## config.mk

```make
export PLATFORM = sky130hd
export DESIGN_NAME = button_debounce
export DESIGN_NICKNAME = d
export VERILOG_FILES = /design/src/rtl/button_debounce.sv
export SDC_FILE = /design/constraint.sdc
export NUM_CORES = 1
export LEC_CHECK = 0
export BUFFER_PORTS_ARGS = -buffer_cell sky130_fd_sc_hd__buf_4
export CAP_MARGIN = 20
export CELL_PAD_IN_SITES_DETAIL_PLACEMENT = 0
export CELL_PAD_IN_SITES_GLOBAL_PLACEMENT = 1
export CORE_UTILIZATION = 40
export CTS_CLUSTER_DIAMETER = 80
export DETAILED_ROUTE_END_ITERATION = 12
export GPL_TIMING_DRIVEN = 0
export MAX_ROUTING_LAYER = met4
export PLACE_DENSITY = 0.78
export SYNTH_ARGS = -nofsm -noshare
export SYNTH_HDL_FRONTEND = slang
export SYNTH_SLANG_ARGS = --single-unit
export TNS_END_PERCENT = 100
```

## constraint.sdc

```tcl
create_clock -name Clk -period 2.44 [get_ports Clk]
set_input_delay 0.488 -clock Clk [delete_from_list [all_inputs] [get_ports Clk]]
set_output_delay 0.488 -clock Clk [all_outputs]
set_load 0.01 [all_outputs]
```

## src/rtl/button_debounce.sv

```systemverilog
// Per-channel push-button conditioner: 2-flop sync, debounce FSM, press/release pulses.
// Ports: Clk, Rst (sync, active-high), BtnIn (raw pins) -> BtnLevel, BtnPress,
// BtnRelease, BtnRepeat. Optional auto-repeat enabled by macro BTN_REPEAT_EN.
module button_debounce #(
  parameter int NUM_BTN         = 6,
  parameter int DEBOUNCE_CYCLES = 1000000,
  parameter int ACTIVE_LOW      = 1,
  parameter int REPEAT_DELAY    = 50000000,
  parameter int REPEAT_PERIOD   = 10000000
) (
  input  logic               Clk,
  input  logic               Rst,
  input  logic [NUM_BTN-1:0] BtnIn,
  output logic [NUM_BTN-1:0] BtnLevel,
  output logic [NUM_BTN-1:0] BtnPress,
  output logic [NUM_BTN-1:0] BtnRelease,
  output logic [NUM_BTN-1:0] BtnRepeat
);

  localparam int CW = $clog2(DEBOUNCE_CYCLES + 1);
  localparam logic [CW-1:0] CNT_MAX = CW'(DEBOUNCE_CYCLES - 1);
  localparam logic RAW_REL = (ACTIVE_LOW != 0);

  localparam logic [1:0] S_REL = 2'd0;
  localparam logic [1:0] S_DBP = 2'd1;
  localparam logic [1:0] S_PRS = 2'd2;
  localparam logic [1:0] S_DBR = 2'd3;

  if (DEBOUNCE_CYCLES < 1) begin : g_bad_db
    $error("DEBOUNCE_CYCLES must be >= 1");
  end
  if (REPEAT_DELAY < 1 || REPEAT_PERIOD < 1) begin : g_bad_rep
    $error("REPEAT_DELAY and REPEAT_PERIOD must be >= 1");
  end

  for (genvar g = 0; g < NUM_BTN; g++) begin : g_ch
    logic          s1_q, s2_q, s;
    logic [1:0]    st_q, st_d;
    logic [CW-1:0] cnt_q, cnt_d;
    logic          lvl_q, lvl_d;
    logic          prs_q, prs_d;
    logic          rel_q, rel_d;

    // Sync flops hold the raw pin value; reset loads the raw "released" level.
    assign s = s2_q ^ RAW_REL;

    always_ff @(posedge Clk) begin
      if (Rst) begin
        s1_q  <= RAW_REL;
        s2_q  <= RAW_REL;
        st_q  <= S_REL;
        cnt_q <= '0;
        lvl_q <= 1'b0;
        prs_q <= 1'b0;
        rel_q <= 1'b0;
      end else begin
        s1_q  <= BtnIn[g];
        s2_q  <= s1_q;
        st_q  <= st_d;
        cnt_q <= cnt_d;
        lvl_q <= lvl_d;
        prs_q <= prs_d;
        rel_q <= rel_d;
      end
    end

    always_comb begin
      st_d  = st_q;
      cnt_d = cnt_q;
      lvl_d = lvl_q;
      prs_d = 1'b0;
      rel_d = 1'b0;
      unique case (st_q)
        S_REL: begin
          if (s) begin
            st_d  = S_DBP;
            cnt_d = '0;
          end
        end
        S_DBP: begin
          if (!s) begin
            st_d = S_REL;
          end else if (cnt_q == CNT_MAX) begin
            st_d  = S_PRS;
            lvl_d = 1'b1;
            prs_d = 1'b1;
          end else begin
            cnt_d = cnt_q + 1'b1;
          end
        end
        S_PRS: begin
          if (!s) begin
            st_d  = S_DBR;
            cnt_d = '0;
          end
        end
        default: begin
          if (s) begin
            st_d = S_PRS;
          end else if (cnt_q == CNT_MAX) begin
            st_d  = S_REL;
            lvl_d = 1'b0;
            rel_d = 1'b1;
          end else begin
            cnt_d = cnt_q + 1'b1;
          end
        end
      endcase
    end

    assign BtnLevel[g]   = lvl_q;
    assign BtnPress[g]   = prs_q;
    assign BtnRelease[g] = rel_q;

`ifdef BTN_REPEAT_EN
    localparam int RMAX = (REPEAT_DELAY > REPEAT_PERIOD) ?
                          REPEAT_DELAY : REPEAT_PERIOD;
    localparam int RCW = $clog2(RMAX + 1);
    localparam logic [RCW-1:0] R_DLY = RCW'(REPEAT_DELAY - 1);
    localparam logic [RCW-1:0] R_PER = RCW'(REPEAT_PERIOD - 1);

    logic [RCW-1:0] rcnt_q, rcnt_d;
    logic           rph_q, rph_d;
    logic           rep_q, rep_d;
    logic           held;

    // DB_RELEASE keeps counting so a release glitch does not restart repeat.
    assign held = (st_q == S_PRS || st_q == S_DBR) && st_d != S_REL;

    always_ff @(posedge Clk) begin
      if (Rst) begin
        rcnt_q <= '0;
        rph_q  <= 1'b0;
        rep_q  <= 1'b0;
      end else begin
        rcnt_q <= rcnt_d;
        rph_q  <= rph_d;
        rep_q  <= rep_d;
      end
    end

    always_comb begin
      rcnt_d = '0;
      rph_d  = 1'b0;
      rep_d  = 1'b0;
      if (held) begin
        rph_d = rph_q;
        if (rcnt_q == (rph_q ? R_PER : R_DLY)) begin
          rep_d  = 1'b1;
          rph_d  = 1'b1;
          rcnt_d = '0;
        end else begin
          rcnt_d = rcnt_q + 1'b1;
        end
      end
    end

    assign BtnRepeat[g] = rep_q;
`else
    assign BtnRepeat[g] = 1'b0;
`endif
  end

endmodule
```

==> flow_summary.html <==
<table>
<tr><th>Metric</th><th>Value</th></tr>
<tr><th colspan="2">Worst setup path</th></tr>
<tr><td>Data arrival, critical path</td><td>about 2.6 ns</td></tr>
<tr><td>Type of the worst setup path</td><td>in2reg</td></tr>
<tr><td>Category of the worst setup path capture point</td><td>flop</td></tr>
<tr><td>Max FO, Critical Path</td><td>10</td></tr>
<tr><td>Launching element type of the critical path</td><td>input port</td></tr>
<tr><td>CP Cell Sequence</td><td>buf_4 -&gt; clkbuf_1 -&gt; clkdlybuf4s15_1 -&gt; buf_1 -&gt; o32ai_2</td></tr>
<tr><td>Delay contributed by the slowest stage of the critical path</td><td>between 0.7 and 0.8 ns</td></tr>
<tr><td>Critical path required time</td><td>~2.7 ns</td></tr>
<tr><td>Library cell contributing the largest single delay on the critical path</td><td>sky130_fd_sc_hd__clkdlybuf4s15_1</td></tr>
<tr><th colspan="2">Timing</th></tr>
<tr><td>Max transition margin</td><td>0.3719</td></tr>
<tr><td>PnR worst setup slack</td><td>between 0.09 and 0.1 ns</td></tr>
<tr><td>Clock skew</td><td>about 0.011 ns</td></tr>
<tr><td>Slew at the pin with the worst max-slew slack</td><td>~0.94 ns</td></tr>
<tr><td>Fmax</td><td>between 400 and 500 MHz</td></tr>
<tr><td>Minimum clock period after layout</td><td>around 2.3 ns</td></tr>
<tr><td>Number of setup violations in the final report</td><td>0</td></tr>
<tr><td>Worst hold slack</td><td>about 0.24 ns</td></tr>
<tr><td>Final worst path period share</td><td>0.9606</td></tr>
<tr><td>Hold violation total from the final report</td><td>0</td></tr>
<tr><td>Final-report max-slew violation count</td><td>0</td></tr>
<tr><th colspan="2">Yosys</th></tr>
<tr><td>Number of enable-type register cells in the synthesized netlist</td><td>0</td></tr>
<tr><td>Netlist cell types</td><td>84</td></tr>
<tr><td>Cell type contributing the most total cell area after synthesis</td><td>sky130_fd_sc_hd__dfxtp_1</td></tr>
<tr><td>Top flip-flop cell by instance count after synthesis</td><td>sky130_fd_sc_hd__dfxtp_1</td></tr>
<tr><td>Mapped Area</td><td>between 9000 and 10000 um^2</td></tr>
<tr><td>Area share of the largest cell type after synthesis</td><td>0.3492</td></tr>
<tr><td>Post-synthesis area per instance</td><td>8.069 um^2</td></tr>
<tr><td>Largest cells by area after synthesis</td><td>sky130_fd_sc_hd__dfxtp_1, sky130_fd_sc_hd__a21oi_1, sky130_fd_sc_hd__o21ai_0</td></tr>
<tr><td>Number of synthesized register bits</td><td>162</td></tr>
<tr><td>Yosys warning count</td><td>0</td></tr>
<tr><td>Proportion of synthesized flip-flops having asynchronous set or reset</td><td>0</td></tr>
<tr><td>Share of the yosys chip area belonging to registers</td><td>0.3492</td></tr>
<tr><td>Number of standard cells after synthesis</td><td>1151</td></tr>
<tr><th colspan="2">CTS</th></tr>
<tr><td>Number of sinks driven by the clock tree</td><td>between 150 and 200</td></tr>
<tr><td>Clock Tree Root</td><td>sky130_fd_sc_hd__clkbuf_16</td></tr>
<tr><td>Largest buffer count on any clock path</td><td>2</td></tr>
<tr><td>Deepest level of the CTS H-tree</td><td>4</td></tr>
<tr><td>Number of clock buffers inserted by TritonCTS</td><td>17</td></tr>
<tr><td>Clock-pin slew on the worst setup and hold paths</td><td>approximately 0.06 ns</td></tr>
<tr><td>CTS tree</td><td>yes</td></tr>
<tr><td>Clock Latency Late Sink</td><td>between 0.4 and 0.5 ns</td></tr>
<tr><th colspan="2">Floorplanning</th></tr>
<tr><td>Starting density of the core</td><td>0.4090</td></tr>
<tr><td>Die footprint</td><td>between 20000 and 25000 um^2</td></tr>
<tr><td>Chip width</td><td>between 150 and 200 um</td></tr>
<tr><td>Number of cell rows</td><td>55</td></tr>
<tr><td>Area of the core</td><td>22710 um^2</td></tr>
<tr><td>Die outline height</td><td>roughly 150 um</td></tr>
<tr><td>Boundary Pins</td><td>32</td></tr>
<tr><th colspan="2">Place</th></tr>
<tr><td>Post-DP HPWL</td><td>17710 um</td></tr>
<tr><td>Placer Congestion</td><td>0.8990</td></tr>
<tr><td>Cell Count Post-Placement</td><td>about 1500</td></tr>
<tr><td>Worst-case setup slack after placement</td><td>-0.4358 ns</td></tr>
<tr><td>Number of buffers inserted by port buffering</td><td>25</td></tr>
<tr><th colspan="2">Outcome</th></tr>
<tr><td>Result of the run</td><td>finished, final reports clean</td></tr>
<tr><th colspan="2">Drt</th></tr>
<tr><td>Sum of routed wire length over all layers</td><td>about 26000 um</td></tr>
<tr><td>Via count</td><td>between 9000 and 10000</td></tr>
<tr><td>Number of optimization iterations in the first detailed-route pass</td><td>5</td></tr>
<tr><td>Routed vias/inst</td><td>slightly above 6</td></tr>
<tr><td>Wire length per cell after detailed routing</td><td>17.37 um</td></tr>
<tr><td>DRC</td><td>0</td></tr>
<tr><td>Violation count after the first detailed-route iteration</td><td>733</td></tr>
<tr><td>Detail Route Antenna Nets</td><td>0</td></tr>
<tr><th colspan="2">Layout</th></tr>
<tr><td>Top library cells by usage in the layout, fill and taps aside</td><td>sky130_fd_sc_hd__dfxtp_1, sky130_fd_sc_hd__nand2_1, sky130_fd_sc_hd__a21oi_1</td></tr>
<tr><td>Layout filler cell count</td><td>between 2000 and 2500</td></tr>
<tr><td>Core occupancy in the finished layout</td><td>0.4671</td></tr>
<tr><td>Most common cell after layout, fill and taps aside</td><td>sky130_fd_sc_hd__dfxtp_1</td></tr>
<tr><td>Final net count</td><td>around 1200</td></tr>
<tr><td>Fraction of final layout cells sized beyond drive strength 1</td><td>0.1397</td></tr>
<tr><td>Area growth from synthesis to layout</td><td>14.21%</td></tr>
<tr><td>Fin cells</td><td>around 1500</td></tr>
<tr><td>Antenna diode instance count</td><td>0</td></tr>
<tr><th colspan="2">Global route</th></tr>
<tr><td>Largest net degree at the start of global routing</td><td>17</td></tr>
<tr><td>Vias in the first global route</td><td>roughly 8400</td></tr>
<tr><td>Overall overflow remaining after global route</td><td>0</td></tr>
<tr><td>GR Util All Layers</td><td>0.2289</td></tr>
<tr><td>Global-route wire length before repair</td><td>roughly 43000 um</td></tr>
<tr><td>Antenna violations before repair</td><td>0</td></tr>
<tr><th colspan="2">Job</th></tr>
<tr><td>Count of max-cap constraint violations</td><td>0</td></tr>
<tr><th colspan="2">Min path</th></tr>
<tr><td>Hold Path Class</td><td>in2reg</td></tr>
<tr><th colspan="2">Power and ir drop</th></tr>
<tr><td>Worst VDD drop</td><td>roughly 0.00036 V</td></tr>
<tr><td>Static Leak</td><td>~0.0036 uW</td></tr>
<tr><td>Total power divided by cell area</td><td>~570 nW/um^2</td></tr>
<tr><td>Final Power</td><td>6039 uW</td></tr>
</table>
[path summary, 6_finish.rpt]
kind	slack [ns]	from	depth (start not counted)	to
setup / recovery	0.1	Rst	5	g_ch[3].cnt_q[5]$_SDFFE_PP0P_
hold reg to reg	0.41	g_ch[2].s1_q$_SDFF_PP1_	1	g_ch[2].s2_q$_SDFF_PP1_
hold / removal	0.24	BtnIn[5]	2	g_ch[5].s1_q$_SDFF_PP1_
setup reg to reg	0.12	g_ch[1].cnt_q[1]$_SDFFE_PP0P_	7	g_ch[1].cnt_q[9]$_SDFFE_PP0P_
[synth_stat cells, drive strengths merged (8+ instances only)]
library cell	count
nor3b	11
and3	25
or2	23
nand2	92
o211ai	23
a41oi	11
nor2b	8
nor3	31
and4	14
or4	18
nand3	51
dfxtp	162
o41ai	8
a21oi	87
clkbuf	56
o21ai	81
nor4	24
inv	30
mux2i	8
nor4b	18
o21a	10
nor2	78
a31oi	37
ha	24
or3	22
nand4b	11
buf	34
a21o	9
nand4	36
[registers in the layout, indices dropped and copies added (netlist names), named ones only]
register and cells:
g_ch.cnt_q 120, g_ch.lvl_q 6, g_ch.prs_q 6, g_ch.rel_q 6, g_ch.s1_q 6, g_ch.s2_q 6
g_ch.st_q 6
[report_power, final]
part           switching, uW  total, uW  internal (uW)
clock                   1120       2770           1650
sequential              17.0       2680           2660
combinational            406        585            180
total                   1550       6040           4490
[per-stage QoR]
step                setup TNS, ns  area, um^2
global placement           -14.55        9851
CTS                             0       10480
floorplan                       0        9306
global route            -0.004292       10610
detailed placement         -15.00        9851
finish                          0       10610
[cell type report]
cell class	count	area, um^2	share of cell area
multi-input combinational	873	5642	0.5318
sequential	162	3244	0.3058
clock buffer	20	456.7	0.04305
buffer	86	447.9	0.04223
tap	285	356.6	0.03362
timing repair buffer	28	210.2	0.01982
clock inverter	10	133.9	0.01262
inverter	31	116.4	0.01097
[worst max-delay path: cells and delay by family]
kind / cells / cell delay (ns)
AO/OA/AOI/OAI: 1 / 0.18
buffers and inverters: 4 / 1.95
[cells by family after synthesis]
kind of cell	synth area share
multiplexers	0.01226
buffers and inverters	0.06062
adder cells (fa/ha/maj)	0.03233
other	0.0004038
AO/OA/AOI/OAI	0.2364
XOR/XNOR	0.006601
AND/OR/NAND/NOR	0.3022
flip-flops	0.3492
[timing repair]
action,4_1_cts,5_1_grt
setup buffers,0,3
endpoints found under the setup margin,44,67
gates resized for setup,12,40
endpoints found under the hold margin,0,0
pin swaps,0,3
hold buffers,0,0
[per-layer routing]
metal / vias up / GRT usage / wire length (um)
met5: - / - / 0
met4: 0 / 0.07496 / 440
met3: 42 / 0.03138 / 901
met2: 193 / 0.3595 / 11990
met1: 4375 / 0.3029 / 12640
li1: 4463 / - / -
Power figures use the tool's default switching activity.
